## src/rtl/pbit_sweep_engine_if.sv

```systemverilog
// Bundles the p-bit sweep engine's control, CSR memory and update signals.
// master = engine side, slave = memories / p-bit array side.
interface pbit_sweep_engine_if #(
  parameter int NUM_PBITS = 16,
  parameter int NNZ       = 464,
  parameter int W         = 8
);
  localparam int RW = $clog2(NUM_PBITS + 1);
  localparam int IW = $clog2(NUM_PBITS);
  localparam int NW = $clog2(NNZ);

  logic                 start;
  logic                 stop;
  logic [NUM_PBITS-1:0] m;

  logic [RW-1:0]        row_addr;
  logic [15:0]          row_ptr_data;
  logic signed [W-1:0]  h_data;

  logic [NW-1:0]        nz_addr;
  logic signed [W-1:0]  nz_val;
  logic [IW-1:0]        nz_col;

  logic                 upd_valid;
  logic [IW-1:0]        upd_idx;
  logic signed [W-1:0]  upd_I;

  logic                 busy;
  logic                 sweep_done;
  logic [15:0]          sweep_cnt;

  modport master (
    input  start, stop, m, row_ptr_data, h_data, nz_val, nz_col,
    output row_addr, nz_addr, upd_valid, upd_idx, upd_I, busy, sweep_done, sweep_cnt
  );

  modport slave (
    output start, stop, m, row_ptr_data, h_data, nz_val, nz_col,
    input  row_addr, nz_addr, upd_valid, upd_idx, upd_I, busy, sweep_done, sweep_cnt
  );
endinterface

```

## src/rtl/pbit_sweep_engine.sv

```systemverilog
// Sequential Gibbs sweep over a CSR weight matrix: per row, MAC the active
// columns, add bias, saturate, scale by beta and strobe an update.
// Define PBIT_ANNEAL_EN to compile in beta annealing and the beta output.
module pbit_sweep_engine #(
  parameter int NUM_PBITS     = 16,
  parameter int NNZ           = 464,
  parameter int W             = 8,
  parameter int SETTLE        = 3,
  parameter int FRAC          = 3
`ifdef PBIT_ANNEAL_EN
  ,
  parameter int BETA_INIT     = 8,
  parameter int BETA_STEP     = 1,
  parameter int BETA_MAX      = 64,
  parameter int ANNEAL_PERIOD = 16
`endif
) (
  input  logic                  clk,
  input  logic                  reset,
  pbit_sweep_engine_if.master   bus
`ifdef PBIT_ANNEAL_EN
  ,
  output logic [7:0]            beta
`endif
);

  localparam int IW  = $clog2(NUM_PBITS);
  localparam int RW  = $clog2(NUM_PBITS + 1);
  localparam int NW  = $clog2(NNZ);
  localparam int AW  = W + $clog2(NUM_PBITS) + 1;
  localparam int SW  = (SETTLE > 1) ? $clog2(SETTLE) : 1;

  localparam logic signed [63:0] SAT_HI = (64'sd1 <<< (W - 1)) - 64'sd1;
  localparam logic signed [63:0] SAT_LO = -SAT_HI - 64'sd1;

  localparam logic [3:0] ST_IDLE   = 4'd0;
  localparam logic [3:0] ST_RPTR0  = 4'd1;
  localparam logic [3:0] ST_RPTR1  = 4'd2;
  localparam logic [3:0] ST_RCAP   = 4'd3;
  localparam logic [3:0] ST_MAC    = 4'd4;
  localparam logic [3:0] ST_DRAIN  = 4'd5;
  localparam logic [3:0] ST_SAT    = 4'd6;
  localparam logic [3:0] ST_EMIT   = 4'd7;
  localparam logic [3:0] ST_SETTLE = 4'd8;

  function automatic logic signed [W-1:0] sat_w(input logic signed [63:0] x);
    if (x > SAT_HI)
      return SAT_HI[W-1:0];
    else if (x < SAT_LO)
      return SAT_LO[W-1:0];
    else
      return x[W-1:0];
  endfunction

  logic [3:0]          state_reg, state_next;
  logic [IW-1:0]       row_reg, row_next;
  logic [15:0]         start_ptr_reg, start_ptr_next;
  logic [15:0]         end_ptr_reg, end_ptr_next;
  logic [15:0]         nz_ptr_reg, nz_ptr_next;
  logic signed [W-1:0] h_reg, h_next;
  logic                issue_reg, issue_next;
  logic signed [AW-1:0] acc_reg, acc_next;
  logic [SW-1:0]       settle_cnt_reg, settle_cnt_next;
  logic                stop_pend_reg, stop_pend_next;
  logic [IW-1:0]       upd_idx_reg, upd_idx_next;
  logic signed [W-1:0] upd_i_reg, upd_i_next;
  logic                sweep_done_reg, sweep_done_next;
  logic [15:0]         sweep_cnt_reg, sweep_cnt_next;
  logic                advance;
  logic                sweep_end;

  logic signed [W-1:0] sat_acc;
  logic signed [W-1:0] sum_w;
  logic signed [W-1:0] scaled;

  // The column hit uses the live m so each row sees earlier rows' updates.
  logic [NUM_PBITS-1:0] col_match;
  logic                 m_hit;

  generate
    for (genvar gi = 0; gi < NUM_PBITS; gi++) begin : g_col
      assign col_match[gi] = bus.m[gi] && (bus.nz_col == IW'(gi));
    end
  endgenerate

  assign m_hit = |col_match;

  assign sat_acc = sat_w(64'(acc_reg));
  assign sum_w   = sat_w(64'(sat_acc) + 64'(h_reg));

`ifdef PBIT_ANNEAL_EN
  localparam int ACW = (ANNEAL_PERIOD > 1) ? $clog2(ANNEAL_PERIOD) : 1;

  logic [7:0]          beta_reg, beta_next;
  logic [ACW-1:0]      anneal_cnt_reg, anneal_cnt_next;
  logic signed [63:0]  prod;

  assign prod   = 64'(sum_w) * $signed({56'd0, beta_reg});
  assign scaled = sat_w(prod >>> FRAC);
  assign beta   = beta_reg;

  always_comb begin
    beta_next       = beta_reg;
    anneal_cnt_next = anneal_cnt_reg;
    if (sweep_end) begin
      if (anneal_cnt_reg == ACW'(ANNEAL_PERIOD - 1)) begin
        anneal_cnt_next = '0;
        if ({24'd0, beta_reg} + 32'(BETA_STEP) >= 32'(BETA_MAX))
          beta_next = 8'(BETA_MAX);
        else
          beta_next = beta_reg + 8'(BETA_STEP);
      end else begin
        anneal_cnt_next = anneal_cnt_reg + ACW'(1);
      end
    end
  end

  always_ff @(posedge clk or posedge reset) begin
    if (reset) begin
      beta_reg       <= 8'(BETA_INIT);
      anneal_cnt_reg <= '0;
    end else begin
      beta_reg       <= beta_next;
      anneal_cnt_reg <= anneal_cnt_next;
    end
  end
`else
  // Fixed beta of 1.0 leaves the saturated sum unchanged.
  assign scaled = sum_w;
`endif

  always_comb begin
    state_next      = state_reg;
    row_next        = row_reg;
    start_ptr_next  = start_ptr_reg;
    end_ptr_next    = end_ptr_reg;
    nz_ptr_next     = nz_ptr_reg;
    h_next          = h_reg;
    issue_next      = 1'b0;
    acc_next        = acc_reg;
    settle_cnt_next = settle_cnt_reg;
    stop_pend_next  = stop_pend_reg | bus.stop;
    upd_idx_next    = upd_idx_reg;
    upd_i_next      = upd_i_reg;
    sweep_done_next = 1'b0;
    sweep_cnt_next  = sweep_cnt_reg;
    advance         = 1'b0;
    sweep_end       = 1'b0;

    if (issue_reg && m_hit)
      acc_next = acc_reg + AW'(bus.nz_val);

    case (state_reg)
      ST_IDLE: begin
        if (bus.start) begin
          state_next = ST_RPTR0;
          row_next   = '0;
        end
      end
      ST_RPTR0: state_next = ST_RPTR1;
      ST_RPTR1: begin
        start_ptr_next = bus.row_ptr_data;
        h_next         = bus.h_data;
        state_next     = ST_RCAP;
      end
      ST_RCAP: begin
        end_ptr_next = bus.row_ptr_data;
        nz_ptr_next  = start_ptr_reg;
        acc_next     = '0;
        state_next   = (bus.row_ptr_data > start_ptr_reg) ? ST_MAC : ST_SAT;
      end
      ST_MAC: begin
        issue_next  = 1'b1;
        nz_ptr_next = nz_ptr_reg + 16'd1;
        if ((nz_ptr_reg + 16'd1) == end_ptr_reg)
          state_next = ST_DRAIN;
      end
      ST_DRAIN: state_next = ST_SAT;
      ST_SAT: begin
        upd_i_next   = scaled;
        upd_idx_next = row_reg;
        state_next   = ST_EMIT;
      end
      ST_EMIT: begin
        if (SETTLE > 0) begin
          settle_cnt_next = SW'(SETTLE - 1);
          state_next      = ST_SETTLE;
        end else begin
          advance = 1'b1;
        end
      end
      ST_SETTLE: begin
        if (settle_cnt_reg == '0)
          advance = 1'b1;
        else
          settle_cnt_next = settle_cnt_reg - SW'(1);
      end
      default: state_next = ST_IDLE;
    endcase

    if (advance) begin
      if (row_reg != IW'(NUM_PBITS - 1)) begin
        row_next   = row_reg + IW'(1);
        state_next = ST_RPTR0;
      end else begin
        sweep_end       = 1'b1;
        sweep_done_next = 1'b1;
        sweep_cnt_next  = sweep_cnt_reg + 16'd1;
        row_next        = '0;
        state_next      = stop_pend_next ? ST_IDLE : ST_RPTR0;
      end
    end

    if (state_next == ST_IDLE)
      stop_pend_next = 1'b0;
  end

  always_ff @(posedge clk or posedge reset) begin
    if (reset) begin
      state_reg      <= ST_IDLE;
      row_reg        <= '0;
      start_ptr_reg  <= '0;
      end_ptr_reg    <= '0;
      nz_ptr_reg     <= '0;
      h_reg          <= '0;
      issue_reg      <= 1'b0;
      acc_reg        <= '0;
      settle_cnt_reg <= '0;
      stop_pend_reg  <= 1'b0;
      upd_idx_reg    <= '0;
      upd_i_reg      <= '0;
      sweep_done_reg <= 1'b0;
      sweep_cnt_reg  <= '0;
    end else begin
      state_reg      <= state_next;
      row_reg        <= row_next;
      start_ptr_reg  <= start_ptr_next;
      end_ptr_reg    <= end_ptr_next;
      nz_ptr_reg     <= nz_ptr_next;
      h_reg          <= h_next;
      issue_reg      <= issue_next;
      acc_reg        <= acc_next;
      settle_cnt_reg <= settle_cnt_next;
      stop_pend_reg  <= stop_pend_next;
      upd_idx_reg    <= upd_idx_next;
      upd_i_reg      <= upd_i_next;
      sweep_done_reg <= sweep_done_next;
      sweep_cnt_reg  <= sweep_cnt_next;
    end
  end

  // Row pointer memory is read twice per row: start at i, end at i+1.
  assign bus.row_addr   = (state_reg == ST_RPTR1) ? (RW'(row_reg) + RW'(1)) : RW'(row_reg);
  assign bus.nz_addr    = nz_ptr_reg[NW-1:0];
  assign bus.upd_valid  = (state_reg == ST_EMIT);
  assign bus.upd_idx    = upd_idx_reg;
  assign bus.upd_I      = upd_i_reg;
  assign bus.busy       = (state_reg != ST_IDLE);
  assign bus.sweep_done = sweep_done_reg;
  assign bus.sweep_cnt  = sweep_cnt_reg;

endmodule

```

## src/flat_wrapper.sv

```systemverilog
// flat-port wrapper written by rule: the top's interface ports become plain ports
module pbit_sweep_engine_flat 
#(
  parameter int NUM_PBITS     = 16,
  parameter int NNZ           = 464,
  parameter int W             = 8,
  parameter int SETTLE        = 3,
  parameter int FRAC          = 3

)
  (clk, reset, bus_start, bus_stop, bus_m, bus_row_ptr_data, bus_h_data, bus_nz_val, bus_nz_col, bus_row_addr, bus_nz_addr, bus_upd_valid, bus_upd_idx, bus_upd_I, bus_busy, bus_sweep_done, bus_sweep_cnt);
  pbit_sweep_engine_if #(.NUM_PBITS(NUM_PBITS), .NNZ(NNZ), .W(W)) bus_i ();
  input  logic clk;
  input  logic reset;
  input wire logic [$bits(bus_i.start)-1:0] bus_start;
  input wire logic [$bits(bus_i.stop)-1:0] bus_stop;
  input wire logic [$bits(bus_i.m)-1:0] bus_m;
  input wire logic [$bits(bus_i.row_ptr_data)-1:0] bus_row_ptr_data;
  input wire logic [$bits(bus_i.h_data)-1:0] bus_h_data;
  input wire logic [$bits(bus_i.nz_val)-1:0] bus_nz_val;
  input wire logic [$bits(bus_i.nz_col)-1:0] bus_nz_col;
  output wire logic [$bits(bus_i.row_addr)-1:0] bus_row_addr;
  output wire logic [$bits(bus_i.nz_addr)-1:0] bus_nz_addr;
  output wire logic [$bits(bus_i.upd_valid)-1:0] bus_upd_valid;
  output wire logic [$bits(bus_i.upd_idx)-1:0] bus_upd_idx;
  output wire logic [$bits(bus_i.upd_I)-1:0] bus_upd_I;
  output wire logic [$bits(bus_i.busy)-1:0] bus_busy;
  output wire logic [$bits(bus_i.sweep_done)-1:0] bus_sweep_done;
  output wire logic [$bits(bus_i.sweep_cnt)-1:0] bus_sweep_cnt;
  assign bus_i.start = bus_start;
  assign bus_i.stop = bus_stop;
  assign bus_i.m = bus_m;
  assign bus_i.row_ptr_data = bus_row_ptr_data;
  assign bus_i.h_data = bus_h_data;
  assign bus_i.nz_val = bus_nz_val;
  assign bus_i.nz_col = bus_nz_col;
  assign bus_row_addr = bus_i.row_addr;
  assign bus_nz_addr = bus_i.nz_addr;
  assign bus_upd_valid = bus_i.upd_valid;
  assign bus_upd_idx = bus_i.upd_idx;
  assign bus_upd_I = bus_i.upd_I;
  assign bus_busy = bus_i.busy;
  assign bus_sweep_done = bus_i.sweep_done;
  assign bus_sweep_cnt = bus_i.sweep_cnt;
  pbit_sweep_engine #(.NUM_PBITS(NUM_PBITS), .NNZ(NNZ), .W(W), .SETTLE(SETTLE), .FRAC(FRAC)) u_core (.clk(clk), .reset(reset), .bus(bus_i));
endmodule
```

## config.mk

```make
export PLATFORM = sky130hd
export DESIGN_NAME = pbit_sweep_engine_flat
export DESIGN_NICKNAME = d
export VERILOG_FILES = /design/src/rtl/pbit_sweep_engine_if.sv /design/src/rtl/pbit_sweep_engine.sv /design/src/flat_wrapper.sv
export SDC_FILE = /design/constraint.sdc
export NUM_CORES = 1
export LEC_CHECK = 0
export BUFFER_PORTS_ARGS = -buffer_cell sky130_fd_sc_hd__buf_2
export CORE_ASPECT_RATIO = 0.7
export CORE_MARGIN = 5
export CORE_UTILIZATION = 45
export CTS_BUF_LIST = sky130_fd_sc_hd__clkbuf_8
export DETAILED_ROUTE_END_ITERATION = 8
export GPL_TIMING_DRIVEN = 0
export PLACE_DENSITY = 0.68
export SYNTH_ARGS = -nofsm -noshare
export SYNTH_HDL_FRONTEND = slang
export SYNTH_SLANG_ARGS = --single-unit
```

## constraint.sdc

```tcl
create_clock -name clk -period 3.55 [get_ports clk]
set_clock_uncertainty 0.1 [all_clocks]
set_input_delay 0.5325 -clock clk [delete_from_list [all_inputs] [get_ports clk]]
set_output_delay 0.5325 -clock clk [all_outputs]
set_load 0.05 [all_outputs]
```

==> impl_metrics.ini <==
[run_status]
status = finished clean

[clock_tree]
cts_made_buffers = 9
clk_pin_slew_worst_paths_ns = 0.10
clk_path_buf_depth = 2
postCtsSetupBuffers = 0
clk_latency_ns = 0.38
root_buffer = clkbuf_8
cts_sinks = 110
cts_tree = built
ctsHtreeMaxLevel = 3

[logic_synthesis]
synth-edff-count = 0
syn_nets = 807
synth_area_per_cell_sq_um = 9.39
async_flop_share = 1.00
synth_area_sq_um = 6650
ys_seq_area_frac = 0.414
ys_warn_count = 0
synthDistinctLibCells = 66
ys_ff_latch = 110
synth_ff_type = dfrtp_1
syn_inst = 708

[cells_and_area]
utilization = 0.525
n_antenna_cell = 0
nets = 920
area_delta_synth_final_pct = 15.2
drive_gt1_frac = 0.206
most-common-layout-cells = nand2_1 (113), dfrtp_1 (110), buf_2 (105)
final_common_cell = nand2_1

[flow_run]
cap_viol_max_count = 0

[worst_hold_path]
min_path_type = input port to register
whs_path_depth = 3

[timing]
grt_setup_unrepaired = no
hold_viol_final = 0
final_max_slew_viol_count = 0
period_needed_ns = 3.29
max_slew_margin = 0.184
finalWorstSetupSlack_ns = 0.258
finalSetupViolations = 0
post-route-period-util = 0.927
clock.fmax_mhz = 304
tightest_slew_ns = 1.21
holdWs_ns = 0.268

[global_routing]
track_usage = 0.192
antenna_found_initial = 1
grt_max_degree = 93
first_global_vias = 5329
grt.overflow.total = 0
grt_pass1_wl_mm = 27.2

[floorplan]
start_util = 0.456
die_area_sq_um = 17300
std_cell_rows = 37
io-pin-count = 101
core_sq_um = 14600
die_h_um = 112
die_w_um = 155

[detailed_routing]
drt_iter0_drc = 473
drc = 0
via_count = 5528
first_pass_iters = 6
via_per_inst = 5.41
wl_per_cell_um = 16.4
postRouteAntennaNets = 0
drt_wl_total_mm = 16.7

[placed_design]
dp_slack_ns = 0.103
hpwl_mm = 12.4
gp_congestion = 0.855
io_buffers = 100

[worst_setup_path]
setup.worst_path.end_class = register
cp_max_fo = 7
worstPathRequired_ns = 3.73
cp-start-kind = register
arrival_ns = 3.47
ff2ff_path_depth = 13
critPathKind = register to register

[power]
p_per_area_nw_per_um2 = 907
leakagePower_nw = 3.71
peakVddDrop_v = 0.000652
[final timing paths]
kind	to	from	slack (ns)
worst max-delay path	u_core.bus.upd_I[6]	u_core.acc_reg[11]	0.26
worst min-delay path	u_core.h_reg[1]	bus_h_data[1]	0.27
worst max register to register	u_core.bus.upd_I[6]	u_core.acc_reg[11]	0.26
worst min register to register	u_core.bus.sweep_cnt[15]	u_core.bus.sweep_cnt[15]	0.39
max in group asynchronous	u_core.acc_reg[0]	reset	2.10
min in group asynchronous	u_core.bus.sweep_cnt[3]	reset	0.52
[synthesized netlist by cell type, drive strengths merged, types with 4 or more instances]
cell type	number	area, sq um
nand2	114	430
dfrtp	110	2750
nor2	55	214
o21ai	49	245
xnor2	42	368
ha	41	513
inv	37	139
a21oi	31	159
nor3	17	96.4
buf	16	124
clkbuf	16	60.1
mux2	16	180
nand3	16	92.6
xor2	16	140
o21a	11	82.6
nand4	10	68.8
o31ai	9	67.6
nor2b	8	50.1
and3	7	43.8
nand2b	7	43.8
and4	6	52.6
a221o	5	50.1
a31oi	5	31.3
mux2i	5	50.1
mux4	5	128
a21boi	4	33.8
o211ai	4	30.0
or2	4	25.0
[cell families (layout without fill, tap and decap cells)]
| group | after synthesis | in the layout | synth area share |
|---|---|---|---|
| compound gates | 144 | 144 | 0.139 |
| fa+ha+maj | 44 | 44 | 0.0847 |
| mux | 26 | 26 | 0.0539 |
| simple gates | 257 | 257 | 0.183 |
| xor+xnor | 58 | 58 | 0.0764 |
| flops | 110 | 110 | 0.414 |
| buf+inv | 69 | 187 | 0.0486 |
[cell type report]
class | count | area (sq um)
clock inverter | 7 | 75.1
clock buffer | 9 | 124
multi-input combinational | 529 | 3590
buffer | 32 | 184
fill | 1360 | 6930
timing repair buffer | 102 | 538
tap | 195 | 244
sequential | 110 | 2750
inverter | 37 | 144
[metal layers]
layer	track usage	share of wire	up-vias
li1	-	-	2699
met1	0.302	0.51	2619
met2	0.268	0.40	178
met3	0.0497	0.078	30
met4	0.0356	0.013	2
met5	0	0.00078	-
[where the power goes]
group          switching (mW)  total [mW]  internal [mW]
combinational            2.50        4.06           1.56
sequential              0.389        2.10           1.71
clock                   0.460       0.789          0.329
total                    3.34        6.95           3.60
[timing repair]
item	CTS	global route
endpoints found under the setup margin	3	7
resized for setup	1	4
endpoints found under the hold margin	18	0
hold buffers	1	0
pin swaps	0	0
[per-stage QoR]
| step | power (mW) | TNS [ns] | area [sq um] | instances |
|---|---|---|---|---|
| after global placement | 6.03 | -157.78 | 7390 | 1003 |
| after detailed placement | 6.10 | 0 | 7420 | 1004 |
| after global routing | 7.52 | 0 | 7650 | 1021 |
| after CTS | 6.91 | 0 | 7640 | 1021 |
| final | 6.95 | 0 | 7650 | 1021 |
| after floorplan | 5.12 | 0 | 6650 | 708 |
[critical path, stage by stage, from the launching register on]
cell and delay [ns]:
dfrtp_1 0.42, nor3_1 0.10, a21oi_2 0.35, o21a_1 0.19, ha_1 0.17, inv_1 0.05, fa_1 0.38, nand3b_1 0.19
a21boi_0 0.16, o21ai_0 0.14, nor2b_1 0.17, xnor2_1 0.13, maj3_1 0.37, mux2_2 0.27
No activity file was read; power rests on OpenSTA's default activity.
